$ cat config.mk
export PLATFORM = sky130hd
export DESIGN_NAME = gcd_job_dispatcher
export DESIGN_NICKNAME = d
export VERILOG_FILES = /design/src/rtl/gcd_job_dispatcher_pkg.sv /design/src/rtl/gcd_job_fifo.sv /design/src/rtl/gcd_job_dispatcher.sv
export SDC_FILE = /design/constraint.sdc
export NUM_CORES = 1
export LEC_CHECK = 0
export BUFFER_PORTS_ARGS = -buffer_cell sky130_fd_sc_hd__clkbuf_2
export CORE_ASPECT_RATIO = 1.4
export CORE_UTILIZATION = 40
export DETAILED_ROUTE_END_ITERATION = 10
export PLACE_DENSITY_LB_ADDON = 0.25
export SYNTH_ARGS = -nofsm -noshare
export SYNTH_HDL_FRONTEND = slang
export SYNTH_SLANG_ARGS = --single-unit
export TNS_END_PERCENT = 50
$ cat constraint.sdc
create_clock -name clk -period 2 [get_ports clk]
set_input_delay 0.2 -clock clk [delete_from_list [all_inputs] [get_ports clk]]
set_output_delay 0.2 -clock clk [all_outputs]
set_load 0.01 [all_outputs]
$ cat src/rtl/gcd_job_dispatcher_pkg.sv
// Shared definitions for the GCD job dispatcher: controller state encoding,
// operand/cycle-count widths, job record and the saturating counter helper.
package gcd_job_dispatcher_pkg;

  localparam int OPW  = 16;
  localparam int CYCW = 17;
  localparam logic [CYCW-1:0] CYC_MAX = 17'h1FFFF;

  typedef enum logic [2:0] {
    ST_IDLE      = 3'd0,
    ST_ISSUE     = 3'd1,
    ST_WAIT_DONE = 3'd2,
    ST_RELEASE   = 3'd3,
    ST_OUTPUT    = 3'd4
  } state_e;

  typedef struct packed {
    logic [OPW-1:0] a;
    logic [OPW-1:0] b;
  } job_t;

  // Increment that sticks at the all-ones value.
  function automatic logic [CYCW-1:0] sat_inc(input logic [CYCW-1:0] v);
    if (v == CYC_MAX) begin
      return v;
    end else begin
      return v + 17'd1;
    end
  endfunction

endpackage

$ cat src/rtl/gcd_job_fifo.sv
// Job queue for the GCD dispatcher. Pointers carry one extra wrap bit so that
// full and empty are distinguishable; a push into a full queue is dropped even
// if a pop happens in the same cycle.
module gcd_job_fifo
  import gcd_job_dispatcher_pkg::*;
#(
  parameter int FIFO_DEPTH = 4
) (
  input  logic clk,
  input  logic rst_n,
  input  logic push,
  input  job_t push_data,
  input  logic pop,
  output job_t head,
  output logic full,
  output logic empty
);

  localparam int PW = $clog2(FIFO_DEPTH);

  logic [PW:0] wr_ptr_q, wr_ptr_d;
  logic [PW:0] rd_ptr_q, rd_ptr_d;
  job_t        mem_q [FIFO_DEPTH];
  job_t        mem_d [FIFO_DEPTH];
  logic        push_ok_s;
  logic        pop_ok_s;

  assign full      = (wr_ptr_q[PW] != rd_ptr_q[PW]) &&
                     (wr_ptr_q[PW-1:0] == rd_ptr_q[PW-1:0]);
  assign empty     = (wr_ptr_q == rd_ptr_q);
  assign push_ok_s = push && !full;
  assign pop_ok_s  = pop && !empty;
  assign head      = mem_q[rd_ptr_q[PW-1:0]];

  // Next pointer and storage values for accepted push/pop.
  always_comb begin
    wr_ptr_d = wr_ptr_q;
    rd_ptr_d = rd_ptr_q;
    for (int i = 0; i < FIFO_DEPTH; i++) begin
      mem_d[i] = mem_q[i];
    end
    if (push_ok_s) begin
      mem_d[wr_ptr_q[PW-1:0]] = push_data;
      wr_ptr_d = wr_ptr_q + {{PW{1'b0}}, 1'b1};
    end else begin
      wr_ptr_d = wr_ptr_q;
    end
    if (pop_ok_s) begin
      rd_ptr_d = rd_ptr_q + {{PW{1'b0}}, 1'b1};
    end else begin
      rd_ptr_d = rd_ptr_q;
    end
  end

  // Queue registers; reset empties the queue and clears storage.
  always_ff @(posedge clk) begin
    if (!rst_n) begin
      wr_ptr_q <= {(PW+1){1'b0}};
      rd_ptr_q <= {(PW+1){1'b0}};
      for (int i = 0; i < FIFO_DEPTH; i++) begin
        mem_q[i] <= '{a: 16'd0, b: 16'd0};
      end
    end else begin
      wr_ptr_q <= wr_ptr_d;
      rd_ptr_q <= rd_ptr_d;
      for (int i = 0; i < FIFO_DEPTH; i++) begin
        mem_q[i] <= mem_d[i];
      end
    end
  end

endmodule

$ cat src/rtl/gcd_job_dispatcher.sv
// GCD job dispatcher: queues {a,b} jobs, issues them one at a time to an
// external GCD engine (start pulse, done held two cycles) and presents each
// result on a valid/ready output. Only one job is ever in flight.
// Optional feature: define GCD_DISP_CYCLE_CNT_EN to add out_cycles, the
// ISSUE-to-first-done cycle count of the job being presented.
module gcd_job_dispatcher
  import gcd_job_dispatcher_pkg::*;
#(
  parameter int FIFO_DEPTH = 4
) (
  input  logic            clk,
  input  logic            rst_n,
  input  logic            in_valid,
  output logic            in_ready,
  input  logic [OPW-1:0]  in_a,
  input  logic [OPW-1:0]  in_b,
  output logic            out_valid,
  input  logic            out_ready,
  output logic [OPW-1:0]  out_gcd,
  output logic            eng_start,
  output logic [OPW-1:0]  eng_a,
  output logic [OPW-1:0]  eng_b,
  input  logic            eng_done,
  input  logic [OPW-1:0]  eng_gcd,
`ifdef GCD_DISP_CYCLE_CNT_EN
  output logic [CYCW-1:0] out_cycles,
`endif
  output logic            busy
);

  state_e         state_q, state_d;
  logic           eng_start_q, eng_start_d;
  logic [OPW-1:0] eng_a_q, eng_a_d;
  logic [OPW-1:0] eng_b_q, eng_b_d;
  logic [OPW-1:0] result_q, result_d;
  logic           out_valid_q, out_valid_d;
  logic [OPW-1:0] out_gcd_q, out_gcd_d;
  logic           pop_s;
  logic           fifo_full_s;
  logic           fifo_empty_s;
  job_t           head_s;
  job_t           push_job_s;

  assign push_job_s = '{a: in_a, b: in_b};

  gcd_job_fifo #(
    .FIFO_DEPTH(FIFO_DEPTH)
  ) u_fifo (
    .clk      (clk),
    .rst_n    (rst_n),
    .push     (in_valid),
    .push_data(push_job_s),
    .pop      (pop_s),
    .head     (head_s),
    .full     (fifo_full_s),
    .empty    (fifo_empty_s)
  );

  assign in_ready  = !fifo_full_s;
  assign busy      = !fifo_empty_s || (state_q != ST_IDLE);
  assign eng_start = eng_start_q;
  assign eng_a     = eng_a_q;
  assign eng_b     = eng_b_q;
  assign out_valid = out_valid_q;
  assign out_gcd   = out_gcd_q;

  // Controller next state; engine and output registers are loaded from the
  // next state so the ports come straight from flops.
  always_comb begin
    state_d     = state_q;
    pop_s       = 1'b0;
    eng_start_d = 1'b0;
    eng_a_d     = eng_a_q;
    eng_b_d     = eng_b_q;
    result_d    = result_q;
    case (state_q)
      ST_IDLE: begin
        if (!fifo_empty_s) begin
          state_d     = ST_ISSUE;
          eng_start_d = 1'b1;
          eng_a_d     = head_s.a;
          eng_b_d     = head_s.b;
        end else begin
          state_d = ST_IDLE;
        end
      end
      ST_ISSUE: begin
        pop_s   = 1'b1;
        state_d = ST_WAIT_DONE;
      end
      ST_WAIT_DONE: begin
        if (eng_done) begin
          result_d = eng_gcd;
          state_d  = ST_RELEASE;
        end else begin
          state_d = ST_WAIT_DONE;
        end
      end
      ST_RELEASE: begin
        if (eng_done) begin
          state_d = ST_RELEASE;
        end else begin
          state_d = ST_OUTPUT;
        end
      end
      ST_OUTPUT: begin
        if (out_ready) begin
          state_d = ST_IDLE;
        end else begin
          state_d = ST_OUTPUT;
        end
      end
      default: begin
        state_d = ST_IDLE;
      end
    endcase
    out_valid_d = (state_d == ST_OUTPUT);
    if (state_d == ST_OUTPUT) begin
      out_gcd_d = result_d;
    end else begin
      out_gcd_d = 16'd0;
    end
  end

  // Controller and output registers.
  always_ff @(posedge clk) begin
    if (!rst_n) begin
      state_q     <= ST_IDLE;
      eng_start_q <= 1'b0;
      eng_a_q     <= 16'd0;
      eng_b_q     <= 16'd0;
      result_q    <= 16'd0;
      out_valid_q <= 1'b0;
      out_gcd_q   <= 16'd0;
    end else begin
      state_q     <= state_d;
      eng_start_q <= eng_start_d;
      eng_a_q     <= eng_a_d;
      eng_b_q     <= eng_b_d;
      result_q    <= result_d;
      out_valid_q <= out_valid_d;
      out_gcd_q   <= out_gcd_d;
    end
  end

`ifdef GCD_DISP_CYCLE_CNT_EN
  logic [CYCW-1:0] cyc_q, cyc_d;
  logic [CYCW-1:0] out_cycles_q, out_cycles_d;

  assign out_cycles = out_cycles_q;

  // Count the ISSUE cycle plus every WAIT_DONE cycle before done rises.
  always_comb begin
    cyc_d = cyc_q;
    case (state_q)
      ST_ISSUE: begin
        cyc_d = 17'd1;
      end
      ST_WAIT_DONE: begin
        if (!eng_done) begin
          cyc_d = sat_inc(cyc_q);
        end else begin
          cyc_d = cyc_q;
        end
      end
      default: begin
        cyc_d = cyc_q;
      end
    endcase
    if (state_d == ST_OUTPUT) begin
      out_cycles_d = cyc_q;
    end else begin
      out_cycles_d = 17'd0;
    end
  end

  // Cycle counter and its presented copy.
  always_ff @(posedge clk) begin
    if (!rst_n) begin
      cyc_q        <= 17'd0;
      out_cycles_q <= 17'd0;
    end else begin
      cyc_q        <= cyc_d;
      out_cycles_q <= out_cycles_d;
    end
  end
`else
  // Cycle counter is not built in this configuration.
`endif

endmodule

---- Word-level counts from Yosys, hierarchy flattened ----
Memories as Yosys holds them, arrays and structs flattened. A register that Yosys moved wholly into a read port is not among the register bits.
Index checks and enable logic that the tools add are counted.
cells by class
  add/sub/neg operators ................... 2
  magnitude comparators ................... 2
  equal/unequal tests ..................... 8
  mux-type cells .......................... 19
  bitwise logic cells ..................... 6
  reductions and logical operators ........ 13
operators with widths
  cell                 number
  $mux 32              5
  $bwmux 128           1
  $mux 128             1
  $demux 32 s2         1
  $mux 16              2
  $pmux 3 s5           1
  $add 3x1->3 const B  2
  $eq 3x2->1 const B   2
  $eq 3x3->1 const B   2
  $mux 1               6
  $mux 3               2
  $reduce_and 2->1     3
  $logic_and 1x1->1    4
  $or 1x1->1           4
  $eq 3x1->1 const B   1
  $eq 3x3->1           1
  $ge 3x3->1 const B   1
  $logic_not 1->1      3
  $logic_not 3->1      1
  $lt 3x1->1 const B   1
  $not 2->3            1
  $reduce_bool 3->1    1
  $eq 2x2->1           1
  $logic_or 1x1->1     1
  2 further kinds      2
word-level totals
  bits in registers ....................... 43
  RAM bits ................................ 128
  input bits .............................. 53
  output and inout port bits .............. 52
  logic and storage cells ................. 58
  memories ................................ 1
memories
  name          words  width  rd ports  clocked after Yosys merged registers in  write ports  line                source
  u_fifo.mem_q  4      32     5         1                                        4            gcd_job_fifo.sv:23  job_t mem_q [FIFO_DEPTH];

---- Logic depth before layout (Yosys ltp) ----
  word-level depth ........................ 8
  depth in mapped cells ................... 6

---- Hierarchy ----
From an unflattened synthesis, not the netlist that was laid out.
second synthesis, totals
  cell total of the unflattened synthesis .. 793
  area total of the unflattened synthesis .. 8429.3 µm²
modules (own cells, without submodules)
  module              instances  cells each  area each (µm²)  seq. area each (µm²)
  gcd_job_fifo        1          544         5987.0           2722.6
  gcd_job_dispatcher  1          249         2442.3           1381.3

---- Least setup slack after synthesis ----
No wires, ideal clock.
  path kind ............................... reg-to-reg
  start point ............................. reg u_fifo.rd_ptr_q[1]
  end point ............................... mem u_fifo.mem_q[3][10] in the netlist's numbering
  arrival ................................. 1.465 ns
  data required time ...................... 1.879 ns
  path slack .............................. 0.414 ns
  stages on the path, launching flop included .. 6
  path buffers ............................ 2
  clock period less this slack ............ 1.586 ns
  cell sequence ........................... dfxtp_1 -> buf_2 -> xnor2_2 -> a31oi_4 -> buf_6 -> mux2i_1
RTL lines
  what                    line                source
  from (decl)             gcd_job_fifo.sv:22  logic [PW:0] rd_ptr_q, rd_ptr_d;
  from (signal assigned)  gcd_job_fifo.sv:59  rd_ptr_q <= {(PW+1){1'b0}};
  from (signal assigned)  gcd_job_fifo.sv:65  rd_ptr_q <= rd_ptr_d;
  to (decl)               gcd_job_fifo.sv:23

---- Final worst setup path ----
  start point ............................. reg u_fifo.wr_ptr_q[0]
  end point ............................... out busy
between the ends
  word-level cells in the longest chain between the ends .. 3
RTL lines
  what                    line                      source
  from (decl)             gcd_job_fifo.sv:21        logic [PW:0] wr_ptr_q, wr_ptr_d;
  from (signal assigned)  gcd_job_fifo.sv:58        wr_ptr_q <= {(PW+1){1'b0}};
  from (signal assigned)  gcd_job_fifo.sv:64        wr_ptr_q <= wr_ptr_d;
  $eq 3x3->1              gcd_job_fifo.sv:30        assign empty = (wr_ptr_q == rd_ptr_q);
  $logic_not 1->1         gcd_job_dispatcher.sv:60  assign busy = !fifo_empty_s || (state_q != ST_IDLE);
  $logic_or 1x1->1        gcd_job_dispatcher.sv:60
  to (decl)               gcd_job_dispatcher.sv:28  output logic busy
No other way between the ends.

==> impl_metrics.ini <==
[outcome]
status = completed

[logic_synthesis]
seq_area_frac_synth = 0.4856
synth_area_leaders = dfxtp_1 (49%), mux2i_1 (22%), nand2_1 (11%)
synth_nets = 845
ys_warn_count = 0
synth_edf_count = 0
async_reset_ff_frac = 0
synth.avg_cell_area_sq_um = 10.63
synth_top_cell_by_area = dfxtp_1
synth_common_cells = nand2_1 (239), dfxtp_1 (203), mux2i_1 (181)
synth_cells = 787
synth_ff_type = dfxtp_1
ys_ff_latch = 203
synth_top_area_share = 0.4856
yosys.cell_count.top_type = nand2_1
ys_types = 36
syn_area_sq_um = 8368

[timing]
tightest_slew_ns = 0.5100
fin_setup_tns_ns = 0
finClkSkew_ns = 0.01512
min_period_ns = 1.873
final_max_slew_viol_count = 0
fmax_mhz = 534.0
whs_ns = 0.02673
finalCritPeriodShare = 0.9363
relSlewSlack = 0.6579
setup_ws_ns = 0.1274
finalHoldViolCount = 0
setup-violations-final = 0
rsz0062_at_grt = no

[die]
core_sq_um = 20480
ios = 105
die_area_sq_um = 21510
die-height_microns = 173.1
rows = 62
initial_core_util = 0.4086
die_w_microns = 124.2

[final_layout]
n_antenna_cell = 0
finalNetCount = 957
layout-drive-gt1-share = 0.2234
final_util = 0.4888
area_growth_pct = 19.63
fin_area_sq_um = 10010
fin_cells = 1169

[worst_setup_path]
cp-end-kind = output pin
slowest_delay_ns = 0.42
crit_path_top_delay_cell = xnor2_4
worstPathRequired_ns = 1.80
worst-r2r-cell-count = 6
critical_path_class = register to output pin
crit_family = XOR/XNOR gates
rrSetupSlack_ns = 0.24
worstPathMaxFanout = 8
cp-start-kind = register
r2r-end = u_fifo.mem_q[0][5]
worst_r2r_startpoint = u_fifo.wr_ptr_q[0]
timing.critical_path.buf_inv = 1
arrival_ns = 1.67
path_cells = xnor2_4 > nand4_1 > clkbuf_2

[min_path]
min_to = u_fifo.mem_q[1][12]
hp-class = input pin to register
hp-start = in_b[12]
hold_depth = 3

[pwr]
power_density_nw_per_um2 = 918.0
p_leak_nw = 3.899
finalPower_mw = 9.190
vdd_drop_max_mv = 0.5374

[grt]
grt_pass1_vias = 5637
antenna_found_initial = 0
grt-ovfl-total = 0
track_usage = 0.1590
grt_max_degree = 64
grt_pass1_wl_mm = 28.39

[detailed_routing]
num_vias = 5654
drtPass1Iterations = 4
remaining_drc_errors = 0
drtAntennaViolNets = 0
wire_per_inst_microns = 14.63
wl_mm = 17.10
drt_iter0_drc = 299
viasPerCell = 4.837

[clocking]
insertion_delay_ns = 0.49
path_clk_slew_ns = 0.07
cts_tree = done
cts.sinks = 203
cts_max_path_buffers = 3
htree_levels = 1
cts_inserted_buffers = 20
clockRootBuffer = clkbuf_16

[placed_design]
globalplace.congestion = 0.7037
dp_cells = 1113
io_buffers = 104
placed_area_sq_um = 9143
post-place-ws_ns = 0.2595
dpl.hpwl_mm = 10.95

[job]
maxCapViolations = 0
layout make-up:
| cell class | instances | area (sq um) |
|---|---|---|
| multi-input combinational | 524 | 4001 |
| fill | 1899 | 10470 |
| inverter | 6 | 22.52 |
| tap | 256 | 320.3 |
| sequential | 203 | 4069 |
| timing repair buffer | 144 | 944.7 |
| clock buffer | 29 | 606.8 |
| clock inverter | 7 | 46.29 |
per-layer routing:
metal / GRT usage / vias to the layer above / wire [microns]
li1: - / 2898 / -
met1: 0.1969 / 2641 / 7581
met2: 0.2852 / 98 / 8694
met3: 0.02506 / 17 / 601
met4: 0.03966 / 0 / 225
met5: 0 / - / 0
how the worst max path moves through the flow:
stage,start,to,slack [ns],depth (start not counted)
3_3_place_gp,u_fifo.wr_ptr_q[1],u_fifo.mem_q[0][4],0.32,4
4_1_cts,u_fifo.wr_ptr_q[2],in_ready,0.03,3
6_report,u_fifo.wr_ptr_q[0],busy,0.13,3
5_1_grt,u_fifo.wr_ptr_q[1],busy,0.02,3
2_1_floorplan,u_fifo.rd_ptr_q[1],u_fifo.mem_q[3][10],0.41,5
3_5_place_dp,u_fifo.wr_ptr_q[0],u_fifo.mem_q[0][5],0.26,4
registers in the layout, indices dropped and copies added, names as in the netlist:
signal / flops
result_q: 16
state_q: 3
out_gcd: 16
u_fifo.mem_q: 128
u_fifo.rd_ptr_q: 3
out_valid: 1
eng_b: 16
u_fifo.wr_ptr_q: 3
eng_start: 1
eng_a: 16
cells in the final DEF, fill, tap and decap left out, types with 4 or more instances in the layout:
cell,count
mux4_2,32
clkbuf_16,22
clkbuf_1,4
dfxtp_1,201
nor2_1,35
nand2_1,239
a31oi_4,4
buf_4,17
dlygate4sd3_1,17
mux2i_1,181
clkbuf_2,103
buf_12,6
ha_1,5
power breakdown:
part | internal, mW | switching, mW | total, mW
clock network | 2.12 | 1.57 | 3.69
registers | 4.22 | 0.110 | 4.33
logic | 0.553 | 0.612 | 1.16
cell families (layout without fill, tap and decap cells):
kind of cell | Yosys count | count (layout) | synth area share
AND/OR/NAND/NOR | 288 | 288 | 0.1346
multiplexers | 213 | 213 | 0.3026
flip-flops | 203 | 203 | 0.4856
buffers and inverters | 60 | 186 | 0.04067
AO/OA/AOI/OAI | 12 | 12 | 0.01869
XOR/XNOR | 6 | 6 | 0.01032
adder cells (fa/ha/maj) | 5 | 5 | 0.007476
worst min-delay path, delay by kind of cell:
| family | cells | cell delay [ns] |
|---|---|---|
| AND/OR/NAND/NOR | 1 | 0.11 |
| multiplexers | 1 | 0.08 |
| buffers and inverters | 1 | 0.08 |
timing repair:
item | CTS | global route
gates resized for setup | 2 | 0
cloned | 0 | 0
hold endpoints to repair | 34 | 0
hold buffers | 17 | 0
buffers inserted | 0 | 3
pin swaps | 0 | 1
setup endpoints to repair | 2 | 1
Power figures use the tool's default switching activity.
